==> src/rtl/apb_arb_pkg.sv <==
// Shared types and defaults for the APB requester arbiter.
// State encoding plus parameter defaults used by all arbiter files.
package apb_arb_pkg;

  typedef enum logic [1:0] {
    ARB_IDLE  = 2'd0,
    ARB_ISSUE = 2'd1,
    ARB_WAIT  = 2'd2,
    ARB_RESP  = 2'd3
  } arb_state_t;

  localparam int ARB_NUM_REQ_DEF = 4;
  localparam int ARB_ADDR_W_DEF  = 32;
  localparam int ARB_DATA_W_DEF  = 32;

endpackage

==> src/rtl/apb_rr_picker.sv <==
// Combinational round-robin search: first set request at or
// above ptr, ascending modulo NUM_REQ.
module apb_rr_picker
  import apb_arb_pkg::*;
#(
  parameter int NUM_REQ = ARB_NUM_REQ_DEF,
  localparam int IDX_W  = $clog2(NUM_REQ)
) (
  input  logic [NUM_REQ-1:0] i_req,
  input  logic [IDX_W-1:0]   i_ptr,
  output logic               o_found,
  output logic [IDX_W-1:0]   o_idx
);

  // Scan offsets high to low so the smallest offset wins.
  always_comb begin
    int k;
    k       = 0;
    o_found = 1'b0;
    o_idx   = '0;
    for (int i = NUM_REQ - 1; i >= 0; i--) begin
      k = int'(i_ptr) + i;
      if (k >= NUM_REQ) begin
        k = k - NUM_REQ;
      end
      if (i_req[k[IDX_W-1:0]]) begin
        o_found = 1'b1;
        o_idx   = k[IDX_W-1:0];
      end
    end
  end

endmodule

==> src/rtl/apb_req_arbiter.sv <==
// Round-robin arbiter sharing one APB master among NUM_REQ
// requesters; one transfer outstanding at a time.
module apb_req_arbiter
  import apb_arb_pkg::*;
#(
  parameter int NUM_REQ = ARB_NUM_REQ_DEF,
  parameter int ADDR_W  = ARB_ADDR_W_DEF,
  parameter int DATA_W  = ARB_DATA_W_DEF,
  localparam int IDX_W  = $clog2(NUM_REQ)
) (
  input  logic                  i_clk_apb,
  input  logic                  i_rst_apb,
  input  logic [NUM_REQ-1:0]    i_req_valid,
  input  logic [NUM_REQ-1:0]    i_req_rd0_wr1,
  input  logic [NUM_REQ*ADDR_W-1:0] i_req_addr,
  input  logic [NUM_REQ*DATA_W-1:0] i_req_wr_data,
  output logic [NUM_REQ-1:0]    o_req_ready,
  output logic [NUM_REQ-1:0]    o_req_done,
  output logic [NUM_REQ-1:0]    o_req_rd_valid,
  output logic [DATA_W-1:0]     o_req_rd_data,
  output logic                  o_valid,
  output logic                  o_rd0_wr1,
  output logic [ADDR_W-1:0]     o_addr,
  output logic [DATA_W-1:0]     o_wr_data,
  input  logic                  i_ready,
  input  logic                  i_rd_valid,
  input  logic [DATA_W-1:0]     i_rd_data,
  output logic                  o_busy,
  output logic [IDX_W-1:0]      o_grant_id
);

  arb_state_t          r_state;
  arb_state_t          w_next;
  logic [IDX_W-1:0]    r_ptr;
  logic [IDX_W-1:0]    r_gid;
  logic                r_wr;
  logic [ADDR_W-1:0]   r_addr;
  logic [DATA_W-1:0]   r_wdata;
  logic [DATA_W-1:0]   r_rd_data;
  logic                r_rd_flag;
  logic                w_found;
  logic [IDX_W-1:0]    w_idx;
  logic                w_grant;
  logic                w_done;

  apb_rr_picker #(
    .NUM_REQ (NUM_REQ)
  ) u_picker (
    .i_req   (i_req_valid),
    .i_ptr   (r_ptr),
    .o_found (w_found),
    .o_idx   (w_idx)
  );

  assign w_grant = (r_state == ARB_IDLE) && w_found;
  assign w_done  = (r_state == ARB_WAIT) && i_ready;

  always_ff @(posedge i_clk_apb) begin
    if (i_rst_apb) begin
      r_state   <= ARB_IDLE;
      r_ptr     <= '0;
      r_gid     <= '0;
      r_wr      <= 1'b0;
      r_addr    <= '0;
      r_wdata   <= '0;
      r_rd_data <= '0;
      r_rd_flag <= 1'b0;
    end else begin
      r_state <= w_next;
      if (w_grant) begin
        r_gid   <= w_idx;
        r_ptr   <= (w_idx == IDX_W'(NUM_REQ - 1)) ?
                   '0 : w_idx + 1'b1;
        r_wr    <= i_req_rd0_wr1[w_idx];
        r_addr  <= i_req_addr[int'(w_idx)*ADDR_W +: ADDR_W];
        r_wdata <= i_req_wr_data[int'(w_idx)*DATA_W +: DATA_W];
      end
      if (w_done) begin
        r_rd_data <= i_rd_data;
        r_rd_flag <= i_rd_valid;
      end
    end
  end

  always_comb begin
    w_next         = r_state;
    o_req_ready    = '0;
    o_req_done     = '0;
    o_req_rd_valid = '0;
    o_req_rd_data  = '0;
    o_valid        = 1'b0;
    unique case (r_state)
      ARB_IDLE: begin
        if (w_found) begin
          o_req_ready[w_idx] = 1'b1;
          w_next             = ARB_ISSUE;
        end
      end
      ARB_ISSUE: begin
        o_valid = 1'b1;
        if (i_ready) begin
          w_next = ARB_WAIT;
        end
      end
      // First ready seen after the handshake is the completion.
      ARB_WAIT: begin
        if (i_ready) begin
          w_next = ARB_RESP;
        end
      end
      ARB_RESP: begin
        o_req_done[r_gid] = 1'b1;
        if (r_rd_flag) begin
          o_req_rd_valid[r_gid] = 1'b1;
          o_req_rd_data         = r_rd_data;
        end
        w_next = ARB_IDLE;
      end
      default: w_next = ARB_IDLE;
    endcase
  end

  assign o_rd0_wr1  = r_wr;
  assign o_addr     = r_addr;
  assign o_wr_data  = r_wdata;
  assign o_busy     = (r_state != ARB_IDLE);
  assign o_grant_id = r_gid;

endmodule

==> config.mk <==
export PLATFORM = sky130hd
export DESIGN_NAME = apb_req_arbiter
export DESIGN_NICKNAME = d
export VERILOG_FILES = /design/src/rtl/apb_arb_pkg.sv /design/src/rtl/apb_rr_picker.sv /design/src/rtl/apb_req_arbiter.sv
export SDC_FILE = /design/constraint.sdc
export NUM_CORES = 1
export LEC_CHECK = 0
export BUFFER_PORTS_ARGS = -buffer_cell sky130_fd_sc_hd__buf_2
export CORE_AREA = 8 8 154 156
export CTS_CLUSTER_SIZE = 20
export DETAILED_ROUTE_END_ITERATION = 10
export DIE_AREA = 0 0 162 164
export MAX_ROUTING_LAYER = met4
export PLACE_DENSITY = 0.67
export SLEW_MARGIN = 40
export SYNTH_ARGS = -nofsm -noshare
export SYNTH_HDL_FRONTEND = slang
export SYNTH_HIERARCHICAL = 1
export SYNTH_SLANG_ARGS = --single-unit
==> constraint.sdc <==
create_clock -name i_clk_apb -period 2.3 [get_ports i_clk_apb]
set_input_delay 0.23 -clock i_clk_apb [delete_from_list [all_inputs] [get_ports i_clk_apb]]
set_output_delay 0.23 -clock i_clk_apb [all_outputs]
set_load 0.01 [all_outputs]
After elaboration in Yosys (flattened, before gate mapping). Index checks and enable logic that the tools add are counted.

Register bits after elaboration: 104. Input bits: 300. Output and inout port bits: 113. Word-level logic and storage cells: 83.

Add/sub/neg operators: 8. $lt $le $gt $ge: 12. Equal/unequal tests: 7. Shifts and indexed selects: 2. Muxes and demuxes: 39. Reduce and logical (&&, ||, !) cells: 7.

Operator list (number): variable part select 128 x 8 -> 32 bit (2); two-way mux 32 bit (2); two-way mux 2 bit (12); two-way mux 4 bit (5); < comparator 2 x 3 -> 1 bit (second input constant) (6); two-way mux 1 bit (12); binary-select mux 1 bit (select 2 bit) (5); greater-or-equal comparator 3 bit (second input constant) (3); one-hot mux 2 bit (4 select lines) (1); subtractor 2 x 1 -> 2 bit (second input constant) (4); adder 2 x 2 -> 3 bit (second input constant) (2); equality test 2 bit (second input constant) (3); inequality test 2 bit (second input constant) (3); demux 1 bit (select 2 bit) (2); greater-or-equal comparator 2 x 1 -> 1 bit (second input constant) (2); logical AND 1 bit (4); adder 2 x 1 -> 3 bit (second input constant) (1); greater-or-equal comparator 2 x 3 -> 1 bit (second input constant) (1); AND reduction 3 bit (1); adder 2 x 1 -> 2 bit (second input constant) (1); equality test 2 x 1 -> 1 bit (second input constant) (1); zero test 2 bit (1); nonzero test 2 bit (1).

Depth between registers and ports, before layout. Gate-level depths: netlist of run 1.

Depth in word-level cells: 15. Mapped depth: 10. Mapped depth without buffers: 7.

Hierarchy. Netlist of run 1, hierarchy kept.

By module, submodules not included: apb_req_arbiter (times used 1, cells each 605, area an instance 5605.4 um^2, sequential area each 2082.0 um^2); apb_rr_picker (times used 1, cells each 13, area an instance 77.6 um^2, sequential area each 0.0 um^2).

Least setup slack after synthesis of run 1. No wires, ideal clock.

Kind: reg-to-output. Start: register r_ptr[1]. End: output o_req_ready[0]. Arrival time: 1.841 ns. Data required time: 2.070 ns. Path slack: 0.229 ns. Cell stages (with the launch flop): 10. Path buffers: 3. Cells stage by stage: dfxtp_1 -> nand2b_1 -> a21oi_1 -> a211oi_2 -> buf_6 -> buf_4 -> buf_2 -> inv_1 -> ha_1 -> and3_1.

Cells in the longest elaborated chain, start to end: 15. Elaborated cells on any way between the ends: 38. Classes of those cells: add/sub (7); order compare (6); mux (24); reduce/logical (1).

Ends and longest elaborated chain: from (decl) (line apb_req_arbiter.sv:34) `logic [IDX_W-1:0] r_ptr;`; from (signal assigned) (line apb_req_arbiter.sv:72) `r_ptr <= (w_idx == IDX_W'(NUM_REQ - 1)) ?`; adder 2 x 2 -> 3 bit (line apb_rr_picker.sv:22) `k = int'(i_ptr) + i;`; greater-or-equal comparator 3 bit or subtractor 2 x 1 -> 2 bit (tied branches) (line apb_rr_picker.sv:23, apb_rr_picker.sv:24); two-way mux 2 bit (line apb_rr_picker.sv:23) `if (k >= NUM_REQ) begin`; binary-select mux 1 bit (select 2 bit) (line apb_rr_picker.sv:26) `if (i_req[k[IDX_W-1:0]]) begin`; two-way mux 1 bit (implied by the code) (line apb_rr_picker.sv:26); two-way mux 2 bit (3 in a row) (line apb_rr_picker.sv:26); two-way mux 2 bit * (line apb_rr_picker.sv:26); named net w_idx[0] (line apb_req_arbiter.sv:42) `logic [IDX_W-1:0] w_idx;`; < comparator 2 x 3 -> 1 bit (implied by the code) or greater-or-equal comparator 2 x 1 -> 1 bit (tied branches) (line apb_req_arbiter.sv:95) `o_req_ready[w_idx] = 1'b1;`; logical AND 1 bit (implied by the code) (line apb_req_arbiter.sv:95); two-way mux 1 bit (implied by the code) (line apb_req_arbiter.sv:95); demux 1 bit (select 2 bit) * (line apb_req_arbiter.sv:95); two-way mux 4 bit * (line apb_req_arbiter.sv:94) `if (w_found) begin`; two-way mux 4 bit * (line apb_req_arbiter.sv:92) `unique case (r_state)`; to (decl) (line apb_req_arbiter.sv:17) `output logic [NUM_REQ-1:0] o_req_ready,`.

The timed path passes the listed nets; every way through them passes the cells marked *. The select of a mux whose other input is x is not followed.

Worst setup path after layout of run 1.
Start: register r_ptr[1]. End: register r_wdata[18] (netlist: o_wr_data[18]).

Cells in the longest elaborated chain, start to end: 10. Elaborated cells on any way between the ends: 33. Classes of those cells: add/sub (7); order compare (4); shift (1); mux (20); reduce/logical (1).

Ends and longest elaborated chain: adder 2 x 2 -> 3 bit (line apb_rr_picker.sv:22); greater-or-equal comparator 3 bit or subtractor 2 x 1 -> 2 bit (tied branches) (line apb_rr_picker.sv:23, apb_rr_picker.sv:24); two-way mux 2 bit (line apb_rr_picker.sv:23); binary-select mux 1 bit (select 2 bit) (line apb_rr_picker.sv:26); two-way mux 1 bit (implied by the code) (line apb_rr_picker.sv:26); two-way mux 2 bit (3 in a row) (line apb_rr_picker.sv:26); two-way mux 2 bit * (line apb_rr_picker.sv:26); named net w_idx[0] (line apb_req_arbiter.sv:42); variable part select 128 x 8 -> 32 bit * (line apb_req_arbiter.sv:76) `r_wdata <= i_req_wr_data[int'(w_idx)*DATA_W +: DATA_W];`; to (signal assigned) (line apb_req_arbiter.sv:76); to (decl) (line apb_req_arbiter.sv:38) `logic [DATA_W-1:0] r_wdata;`.

Marked as above. A chain may end at the register's enable or synchronous reset.

==> results of run 1 <==
==> state kept, by name, indices dropped and copies added (netlist names) <==
signal      cells
o_addr         32
o_wr_data      32
r_rd_data      32
o_grant_id      2
r_ptr           2
r_state         2
o_rd0_wr1       1
r_rd_flag       1
==> final cells by class <==
class,count,share of cell area [%]
diodes,2,0.0593
inverters,6,0.267
multi-input cells,451,39.2
clock buffers,9,2.67
clock inverters,7,1.01
flip-flops and latches,104,24.7
well taps,280,4.15
repair buffers,441,28.0
==> timing repair <==
action,4_1_cts,5_1_grt
pin swaps,1,0
buffers inserted,1,1
gates resized for setup,0,1
endpoints found under the setup margin,4,29
gates cloned,1,0
endpoints found under the hold margin,0,0
==> cell usage after synthesis, drive strengths merged (2+ instances only) <==
master | instances | area, um^2
mux2 | 48 | 541
a2bb2oi | 16 | 140
and2 | 4 | 25.0
buf | 35 | 213
dfxtp | 104 | 2080
inv | 6 | 22.5
nand2b | 3 | 18.8
a221o | 48 | 480
ha | 8 | 100
o21ai | 16 | 80.1
or3 | 2 | 12.5
and3 | 38 | 238
a211oi | 4 | 35.0
nand2 | 75 | 284
a21oi | 40 | 200
mux2i | 83 | 831
nor2b | 2 | 12.5
clkbuf | 22 | 82.6
nor2 | 53 | 199
nand3 | 3 | 15.0
==> stage by stage <==
| stage | hold slack (ns) | instances | setup slack (ns) |
|---|---|---|---|
| finish | 0.102 | 1300 | 0.108 |
| global route | 0.105 | 1300 | 0.0126 |
| CTS | 0.0836 | 1297 | 0.0176 |
| detailed placement | 0.444 | 1279 | 0.133 |
| global placement | 0.438 | 1279 | 0.188 |
| floorplan | 0.366 | 618 | 0.229 |
==> worst min-delay path, cell delays in order <==
cell and delay, ns:
buf_2 0.09, nand2_1 0.04, a21oi_1 0.05
==> final timing paths <==
kind | start | to | slack [ns] | cells past startpoint
worst min-delay path | i_rd_data[10] | r_rd_data[10] | 0.10 | 3
worst max-delay path | r_ptr[1] | o_wr_data[18] | 0.11 | 8
worst min register to register | r_rd_data[26] | r_rd_data[26] | 0.45 | 2
worst max register to register | r_ptr[1] | o_wr_data[18] | 0.11 | 8
==> where the power goes <==
group          switching, mW  internal, mW  total, mW
Combinational           2.21          1.95       4.17
Clock                  0.775         0.869       1.64
Sequential             0.346          2.41       2.76
==> layer usage <==
layer  global-route usage [%]  vias up  wire [um]
met5                        -        -          0
met1                     19.3     2780       9550
li1                         -     3029          -
met4                     4.80        0        307
met3                     3.86       15       1680
met2                     29.2      308      11900
==> cells by family (layout without fill, tap and decap cells) <==
kind of cell               Yosys count  in the layout  share of synthesized area, %
AOI/OAI and AO/OA                  127            127                          16.9
adders and majority gates            8              8                          1.76
buffers and inverters               63            463                          5.59
DFF                                104            104                          36.6
muxes                              131            131                          24.1
other                                0              2                             0
and+or+nand+nor                    185            185                          14.9
==> layout by cell type (no fill, tap or decap), types with 3 or more instances in the layout <==
cell type and count:
buf_12 5, nand2b_1 3, mux2_2 48, clkbuf_16 9, o21ai_0 6, mux2i_1 83, and3_1 38, a2bb2oi_1 16
a21oi_1 39, a221o_1 48, nor2_1 53, ha_1 8, dfxtp_1 103, and2_1 4, nand2_1 74, a211oi_1 3
inv_1 6, o21ai_1 10, buf_2 412, buf_4 23, nand3_1 3
==> flow_summary.rst, run 1 <==
.. list-table::
   :header-rows: 1

   * - Metric
     - Value
   * - Run status
     - finished, final reports clean
   * - Via count of the first global-routing pass
     - about 6200
   * - Cell area reported after detailed placement
     - a little over 8000 um^2
   * - Critical path class
     - reg2reg
   * - First-pass GRT wire length
     - about 35000 um
   * - Proportion of synthesized chip area in sequential cells
     - a little over a third
   * - Peak supply drop
     - roughly 430 uV
   * - Distinct cell type count of the synthesized netlist
     - 33
   * - Final RePlAce weighted congestion
     - about 0.89
   * - Syn Inst Count
     - 618
   * - Prevailing post-synth register cell
     - dfxtp_1
   * - Die boundary width
     - 162 um
   * - Initial standard-cell utilization of the core
     - between 20% and 30%
   * - Total power consumption of the routed design
     - between 8 and 9 mW
   * - Final Routed Wirelength
     - around 23000 um
   * - Power per cell area
     - ~1000 nW/um^2
   * - Via total after detailed routing
     - between 6000 and 7000
   * - HPWL Detailed
     - 18700 um
   * - Kind of cell adding the most delay to the critical path
     - compound AO/OA/AOI/OAI gates
   * - Port buffer count
     - roughly 410
   * - Storage cell area
     - between 2000 and 2500 um^2
   * - Total of fill cells in the finished design
     - between 2000 and 2500
   * - Routed via count divided by cell count
     - 4.72
   * - Number of failing hold endpoints at the final stage
     - 0
   * - Layout area overhead
     - 48.6%
   * - Setup repair after global routing missed its margin
     - false
   * - Average footprint of a synthesized cell
     - between 9 and 10 um^2
   * - Worst path required time
     - 2.54 ns
   * - Total GRT Usage
     - between 15 and 20%
   * - Max Fanout on Critical Path
     - 18
   * - Most frequent cell on the critical path
     - buf_4
   * - Number of synthesized flops with an enable pin
     - 0
   * - Worst-path cell with the longest stage delay
     - dfxtp_2
   * - Synth Net Count
     - 926
   * - Proportion of synthesized flip-flops having asynchronous set or reset
     - 0%
   * - Kind of path behind the tightest hold check
     - in2reg
   * - Crit end category
     - flip-flop
   * - Number of sinks on the clock net
     - around 100
   * - Mean routed wirelength per cell
     - roughly 18 um
   * - Leakage power summed over all cells
     - between 4 and 5 nW
   * - Synthesis-stage register bit count
     - 104
   * - TritonCTS Buffers
     - 9
   * - Post-synthesis cell area
     - 5680 um^2
   * - Finished Cell Area
     - roughly 8400 um^2
   * - Multi-input logic area
     - roughly 3300 um^2
   * - Final setup TNS
     - 0 ns
   * - Final Max Tran Viols
     - 0
   * - Clk Latency, worst-skew pair
     - approximately 0.36 ns
   * - Post-CTS Hold Buffers
     - 0
   * - Worst path arrival time
     - around 2.4 ns
   * - Critical path's largest stage delay
     - approximately 0.38 ns
   * - Die Ht
     - 164 um
   * - CTS clock-pin slew for the worst setup and hold paths
     - approximately 0.090 ns
   * - H-tree lvl count
     - 3
   * - CP startpoint kind
     - flip-flop
   * - Maximum clock path buffer count
     - 2
   * - Initial antenna violation count
     - 2
   * - Count of nets after finishing
     - ~1300
   * - Final cell utilization of the core
     - approximately 40%
   * - Number of remaining DRC errors
     - 0
   * - First drt pass iteration count
     - 5
   * - Fin crit period
     - around 2.2 ns
   * - Count of buffer and inverter cells on the critical path
     - 3
   * - Worst-margin pin slew
     - around 0.48 ns
   * - TritonCTS clock tree
     - built
   * - Pin count of the biggest net entering global routing
     - between 40 and 50
   * - Fraction of final layout cells with drive strength greater than 1
     - around half
   * - Core region area
     - roughly 21000 um^2
   * - Remaining antenna violation count after routing
     - 0
   * - GRT Residual Overflow
     - 0
   * - Slew HR
     - approximately two thirds
   * - I/O pin cnt
     - between 400 and 500
   * - Root Driver
     - clkbuf_16
   * - Synth warn
     - 6
   * - Number of design-rule violations left by the first detailed-router iteration
     - approximately 400
   * - # Max-Cap Violations
     - 0
   * - Highest clock frequency the design can meet
     - ~460 MHz
   * - Crit share post-route
     - between 90% and 100%
   * - Number of core rows
     - 54
   * - Cell breakdown of the critical path
     - nand2b_1, a21oi_1, a211oi_4, buf_4, buf_12, buf_4, mux2_2, a221o_1
   * - DIE AREA
     - about 27000 um^2
   * - Clock Skews
     - between 0.015 and 0.02 ns
   * - Final number of setup-violating endpoints
     - 0
No activity file was read; power rests on OpenSTA's default activity.
==> run 2, diff against run 1 <==
--- a/config.mk
+++ b/config.mk
@@ -12,6 +12,7 @@
 export DIE_AREA = 0 0 162 164
 export MAX_ROUTING_LAYER = met4
 export PLACE_DENSITY = 0.67
+export RECOVER_POWER = 100
 export SLEW_MARGIN = 40
 export SYNTH_ARGS = -nofsm -noshare
 export SYNTH_HDL_FRONTEND = slang
==> run 2 against run 1 <==
Effect of this change:
- first-iteration DRC count is 9.0% lower
- routed wire length is 0.81% higher
- via count is 0.15% higher
- critical path type unchanged
- final cell count stayed put
- clock skew is 0.00082 ns higher
- combinational power is 4.8% lower
- core utilization is 0.76 points lower
- total power is 2.0% lower
- non-clock buffer count stayed put
- clock power hardly changed
- flip-flop and latch count stayed put
- highest routed layer unchanged
- critical endpoint is now o_wr_data[22]
- sequential share of layout area is 0.48 points higher
==> flow_summary.rst, run 2 (synthesis results as in run 1) <==
.. list-table::
   :header-rows: 1

   * - Metric
     - Value
   * - Final Routed Wirelength
     - 23600 um (+0.81%)
   * - GRT Residual Overflow
     - 0 (unchanged)
   * - Top library cells by usage in the layout, fill and taps aside
     - buf_2, clkbuf_1, dfxtp_1, mux2i_1, nand2_1
   * - Clock Skews
     - 0.0188 ns (+0.000820 ns)
   * - Highest clock frequency the design can meet
     - 457 MHz (+0.17%)
   * - First-pass GRT wire length
     - 34600 um (unchanged)
   * - Dpl ws
     - 0.133 ns (unchanged)
   * - First drt pass iteration count
     - 5 (unchanged)
   * - Maximum clock path buffer count
     - 2 (unchanged)
   * - Root Driver
     - clkbuf_16
   * - Setup repair after global routing missed its margin
     - false
   * - Crit share post-route
     - 95.2% (-0.16 points)
   * - Via total after detailed routing
     - 6141 (+0.15%)
   * - Routed via count divided by cell count
     - 4.72 (+0.15%)
   * - DIE AREA
     - 26600 um^2 (unchanged)
   * - Peak supply drop
     - 426 uV (about the same)
   * - Endpoint of the most critical register-to-register path
     - o_wr_data[22]
   * - Power per cell area
     - 1010 nW/um^2 (-0.11%)
   * - Worst reg2reg path depth
     - 8 (unchanged)
   * - Worst hold start
     - i_rd_data[10]
   * - Number of sinks on the clock net
     - 104 (unchanged)
   * - H-tree lvl count
     - 3 (unchanged)
   * - Port buffer count
     - 412 (unchanged)
   * - Layout area overhead
     - 45.8%
   * - CP startpoint kind
     - flip-flop
   * - Via count of the first global-routing pass
     - 6234 (unchanged)
   * - Worst path arrival time
     - 2.44 ns (about the same)
   * - Fin crit period
     - 2.19 ns (-0.00378 ns)
   * - Initial antenna violation count
     - 2 (unchanged)
   * - Critical register-to-register path startpoint
     - r_ptr[1]
   * - Number of design-rule violations left by the first detailed-router iteration
     - 365 (-9.0%)
   * - Cell area reported after detailed placement
     - 8080 um^2 (unchanged)
   * - Run status
     - finished, final reports clean
   * - Clk Latency, worst-skew pair
     - 0.36 ns (about the same)
   * - Final critical-path setup slack
     - 0.111 ns (+0.00378 ns)
   * - HPWL Detailed
     - 18700 um (unchanged)
   * - Slew HR
     - 55.2% (-12 points)
   * - # Max-Cap Violations
     - 0 (unchanged)
   * - TritonCTS clock tree
     - built
   * - Initial standard-cell utilization of the core
     - 26.6% (unchanged)
   * - Crit end category
     - flip-flop
   * - Worst-margin pin slew
     - 0.671 ns (+0.188 ns)
   * - Finished Cell Area
     - 8290 um^2 (-1.9%)
   * - Remaining antenna violation count after routing
     - 0 (unchanged)
   * - Mean routed wirelength per cell
     - 18.2 um (+0.81%)
   * - CTS clock-pin slew for the worst setup and hold paths
     - 0.09 ns (about the same)
   * - Most frequent standard cell in the layout excluding fill and tap cells
     - buf_2
   * - Die boundary width
     - 162 um (unchanged)
   * - Critical path class
     - reg2reg
   * - Number of failing hold endpoints at the final stage
     - 0 (unchanged)
   * - Die Ht
     - 164 um (unchanged)
   * - Setup slack, reg-to-reg
     - 0.11 ns (about the same)
   * - TritonCTS Buffers
     - 9 (unchanged)
   * - Leakage power summed over all cells
     - 3.88 nW (-10%)
   * - I/O pin cnt
     - 413 (unchanged)
   * - Worst Hold Path EP
     - r_rd_data[10]
   * - Worst Hold Path Cells
     - 3 (unchanged)
   * - Pin count of the biggest net entering global routing
     - 49 (unchanged)
   * - Kind of path behind the tightest hold check
     - in2reg
   * - Final RePlAce weighted congestion
     - 0.891 (unchanged)
   * - Final number of setup-violating endpoints
     - 0 (unchanged)
   * - Total of fill cells in the finished design
     - 2227 (+3.0%)
   * - Final setup TNS
     - 0 ns (unchanged)
   * - Number of core rows
     - 54 (unchanged)
   * - Fraction of final layout cells with drive strength greater than 1
     - 39.4% (-11 points)
   * - Worst path required time
     - 2.55 ns (about the same)
   * - Core region area
     - 21400 um^2 (unchanged)
   * - Max Fanout on Critical Path
     - 18 (unchanged)
   * - Total GRT Usage
     - 16.9% (unchanged)
   * - Number of remaining DRC errors
     - 0 (unchanged)
   * - Final Max Tran Viols
     - 0 (unchanged)
   * - Count of nets after finishing
     - 1321 (unchanged)
run 2: changes by cell type in the layout (fill, tap and decap cells not counted), moves of 3 or more:
cell / delta
buf_4: -9
o21ai_1: -9
clkbuf_4: +3
clkbuf_2: +6
o21ai_0: +9
and2_0: +3
and2_1: -3
buf_2: -108
clkbuf_1: +108
run 2: timing repair:
| item | CTS | global route |
|---|---|---|
| hold buffers | 0 | 0 |
| gates cloned | 1 | 0 |
| endpoints found under the setup margin | 4 | 29 |
| pin swaps | 1 | 0 |
| gates resized for setup | 0 | 1 |
| buffers inserted | 1 | 1 |
run 2: worst max path at each step:
| stage | startpoint | depth (start not counted) | slack [ns] | to |
|---|---|---|---|---|
| finish | r_ptr[1] | 8 | 0.11 | o_wr_data[22] |
| global route | r_ptr[1] | 8 | 0.01 | o_addr[26] |
| CTS | r_ptr[1] | 8 | 0.02 | o_req_ready[2] |
| detailed placement | r_ptr[1] | 6 | 0.13 | o_wr_data[18] |
| global placement | r_ptr[1] | 7 | 0.19 | o_wr_data[17] |
| floorplan | r_ptr[1] | 9 | 0.23 | o_req_ready[0] |
run 2: where the power goes:
part | switching (mW) | leakage [nW] | internal, mW
Sequential | 0.363 | 0.854 | 2.41
Clock | 0.780 | 0.147 | 0.870
Combinational | 2.21 | 2.88 | 1.76
Total | 3.36 | 3.88 | 5.04
run 2: routing by layer:
layer	track usage [%]	share of wire, %	up-vias
met2	29.2	50	311
li1	-	-	3033
met1	19.3	41	2780
met4	4.80	1.3	0
met3	3.86	7.6	17
met5	-	0	-
run 2: critical path, stage by stage, from the launching register on:
cell	delay (ns)
dfxtp_2	0.38
nand2b_1	0.11
a21oi_1	0.09
a211oi_4	0.22
buf_4	0.19
buf_12	0.17
buf_6	0.23
mux2_2	0.37
a221o_1	0.31
run 2: cell type report:
cell class,count,area [um^2],share of cell area [%]
multi-input cells,451,3310,39.9
repair buffers,441,2210,26.7
inverters,6,22.5,0.272
well taps,280,350,4.23
diodes,2,5.00,0.0604
flip-flops and latches,104,2080,25.1
clock inverters,7,85.1,1.03
clock buffers,9,225,2.72
run 2: per-stage QoR:
step	total power [mW]	util [%]	hold slack, ns	std cells
floorplan	5.25	-	0.366	618
global placement	6.86	37.9	0.438	1279
detailed placement	6.92	37.9	0.444	1279
CTS	8.68	39.5	0.0836	1297
global route	8.90	38.8	0.105	1300
finish	8.39	38.8	0.102	1300
==> run 3, diff against run 2 <==
--- a/config.mk
+++ b/config.mk
@@ -5,7 +5,7 @@
 export SDC_FILE = /design/constraint.sdc
 export NUM_CORES = 1
 export LEC_CHECK = 0
-export BUFFER_PORTS_ARGS = -buffer_cell sky130_fd_sc_hd__buf_2
+export BUFFER_PORTS_ARGS = -buffer_cell sky130_fd_sc_hd__buf_4
 export CORE_AREA = 8 8 154 156
 export CTS_CLUSTER_SIZE = 20
 export DETAILED_ROUTE_END_ITERATION = 10
==> run 3 against run 2 <==
Effect of this change:
- non-clock buffer count decreased by 4
- combinational power rose by 6.3%
- setup slack improved by 0.027 ns
- final cell count fell by 0.46%
- critical path type unchanged
==> flow_summary.rst, run 3 (synthesis results as in run 1) <==
.. list-table::
   :header-rows: 1

   * - Metric
     - Value
   * - Layout area overhead
     - 60.0%
   * - Clock Skews
     - 0.0109 ns (-0.00790 ns)
   * - First drt pass iteration count
     - 4 (-1)
   * - Slew HR
     - 55.2% (about the same)
   * - Max Fanout on Critical Path
     - 10 (-8)
   * - Critical path class
     - reg2reg
   * - Remaining antenna violation count after routing
     - 0 (unchanged)
   * - Post-CTS Hold Buffers
     - 0 (unchanged)
   * - Maximum clock path buffer count
     - 2 (unchanged)
   * - Fraction of final layout cells with drive strength greater than 1
     - 39.1% (-0.30 points)
   * - Count of nets after finishing
     - 1317 (-0.30%)
   * - Kind of path behind the tightest hold check
     - in2reg
   * - Die boundary width
     - 162 um (unchanged)
   * - Pin count of the biggest net entering global routing
     - 66 (+35%)
   * - First-pass GRT wire length
     - 36200 um (+4.4%)
   * - Initial antenna violation count
     - 1 (-1)
   * - Mean routed wirelength per cell
     - 19.3 um (+6.3%)
   * - Number of remaining DRC errors
     - 0 (unchanged)
   * - Core region area
     - 21400 um^2 (unchanged)
   * - Final Routed Wirelength
     - 25000 um (+5.8%)
   * - Top library cells by usage in the layout, fill and taps aside
     - buf_4, clkbuf_1, dfxtp_1, mux2i_1, nand2_1
   * - # Max-Cap Violations
     - 0 (unchanged)
   * - Run status
     - finished, final reports clean
   * - Final RePlAce weighted congestion
     - 0.851 (-4.4%)
   * - Setup repair after global routing missed its margin
     - false
   * - Fin crit period
     - 2.16 ns (-0.0265 ns)
   * - Clk Latency, worst-skew pair
     - 0.35 ns (about the same)
   * - H-tree lvl count
     - 3 (unchanged)
   * - Routed via count divided by cell count
     - 4.77 (+0.89%)
   * - HPWL Detailed
     - 19600 um (+4.9%)
   * - Final Max Tran Viols
     - 0 (unchanged)
   * - Worst-margin pin slew
     - 0.672 ns (+0.000767 ns)
   * - GRT Residual Overflow
     - 0 (unchanged)
   * - Dpl ws
     - 0.142 ns (+0.00990 ns)
   * - Number of sinks on the clock net
     - 104 (unchanged)
   * - Root Driver
     - clkbuf_16
   * - Number of design-rule violations left by the first detailed-router iteration
     - 333 (-8.8%)
   * - Number of failing hold endpoints at the final stage
     - 0 (unchanged)
   * - Worst Hold Path Cells
     - 3 (unchanged)
   * - I/O pin cnt
     - 413 (unchanged)
   * - Worst path required time
     - 2.54 ns (about the same)
   * - Via count of the first global-routing pass
     - 6377 (+2.3%)
   * - Setup slack, reg-to-reg
     - 0.14 ns (+0.03 ns)
   * - Via total after detailed routing
     - 6167 (+0.42%)
   * - Number of cells in the design after placement
     - 1273 (-0.47%)
   * - Final critical-path setup slack
     - 0.138 ns (+0.0265 ns)
   * - Final number of setup-violating endpoints
     - 0 (unchanged)
   * - Total power consumption of the routed design
     - 8.58 mW (+2.2%)
   * - TritonCTS Buffers
     - 9 (unchanged)
   * - Crit end category
     - flip-flop
   * - Non-filler instance count after layout
     - 1294 (-0.46%)
   * - Total GRT Usage
     - 18.0% (+1.1 points)
   * - Port buffer count
     - 412 (unchanged)
   * - TritonCTS clock tree
     - built
   * - Worst path arrival time
     - 2.40 ns (-0.04 ns)
   * - DIE AREA
     - 26600 um^2 (unchanged)
   * - Leakage power summed over all cells
     - 4.14 nW (+6.7%)
   * - Die Ht
     - 164 um (unchanged)
   * - Power per cell area
     - 944 nW/um^2 (-6.9%)
   * - Highest clock frequency the design can meet
     - 462 MHz (+1.2%)
   * - Number of core rows
     - 54 (unchanged)
   * - Final setup TNS
     - 0 ns (unchanged)
   * - Peak supply drop
     - 341 uV (-20%)
   * - Total of fill cells in the finished design
     - 2274 (+2.1%)
   * - Most frequent standard cell in the layout excluding fill and tap cells
     - buf_4
   * - Crit share post-route
     - 94.0% (-1.2 points)
   * - CP startpoint kind
     - flip-flop
   * - Worst reg2reg path depth
     - 8 (unchanged)
   * - CTS clock-pin slew for the worst setup and hold paths
     - 0.08 ns (about the same)
   * - Initial standard-cell utilization of the core
     - 26.6% (unchanged)
## run 3: cell count changes in the layout (fill, tap and decap cells not counted), sizes merged
cell and change:
inv -4, clkinv +1, diode -1, buf -2
## run 3: critical path, cell delays in order (launching register included)
cell	delay, ns
dfxtp_2	0.38
nand2b_1	0.12
a21oi_1	0.10
a211oi_4	0.25
buf_6	0.18
buf_12	0.15
clkbuf_2	0.21
mux2_2	0.35
a221o_1	0.32
## run 3: path summary, 6_finish.rpt
kind	startpoint	end
worst min register to register	r_rd_data[14]	r_rd_data[14]
worst max-delay path	r_ptr[1]	o_wr_data[15]
worst max register to register	r_ptr[1]	o_wr_data[15]
worst min-delay path	i_rd_data[28]	r_rd_data[28]
## run 3: power breakdown
group	switching (mW)	internal (mW)
combinational	2.25	1.97
sequential	0.348	2.41
clock	0.699	0.901
total	3.30	5.28
## run 3: area by class of cell
class                           count  area, um^2  share of cell area [%]
Sequential cell                   104        2080                    22.9
Timing Repair Buffer              437        3020                    33.2
Clock buffer                       11         253                    2.78
Clock inverter                      4        53.8                   0.592
Tap cell                          280         350                    3.85
Inverter                            6        22.5                   0.248
Multi-Input combinational cell    451        3310                    36.4
Antenna cell                        1        2.50                  0.0275
## run 3: timing repair
item | 4_1_cts | 5_1_grt
resized for setup | 1 | 3
setup buffers | 2 | 1
pin swaps | 1 | 1
endpoints found under the setup margin | 3 | 31
cloned | 1 | 1
## run 3: per-layer routing
metal	vias up	GRT usage, %	wire length, um
met1	2849	19.7	9990
met2	272	31.1	12600
met5	-	-	0
met3	21	5.79	1980
met4	0	4.84	452
li1	3025	-	-
## run 3: per-stage QoR
stage,instance area (um^2),utilization [%],hold slack (ns)
after detailed placement,9110,42.7,0.444
after global routing,9090,42.6,0.108
after global placement,9110,42.7,0.437
after CTS,9470,44.4,0.107
final,9090,42.6,0.127
after floorplan,5680,-,0.366
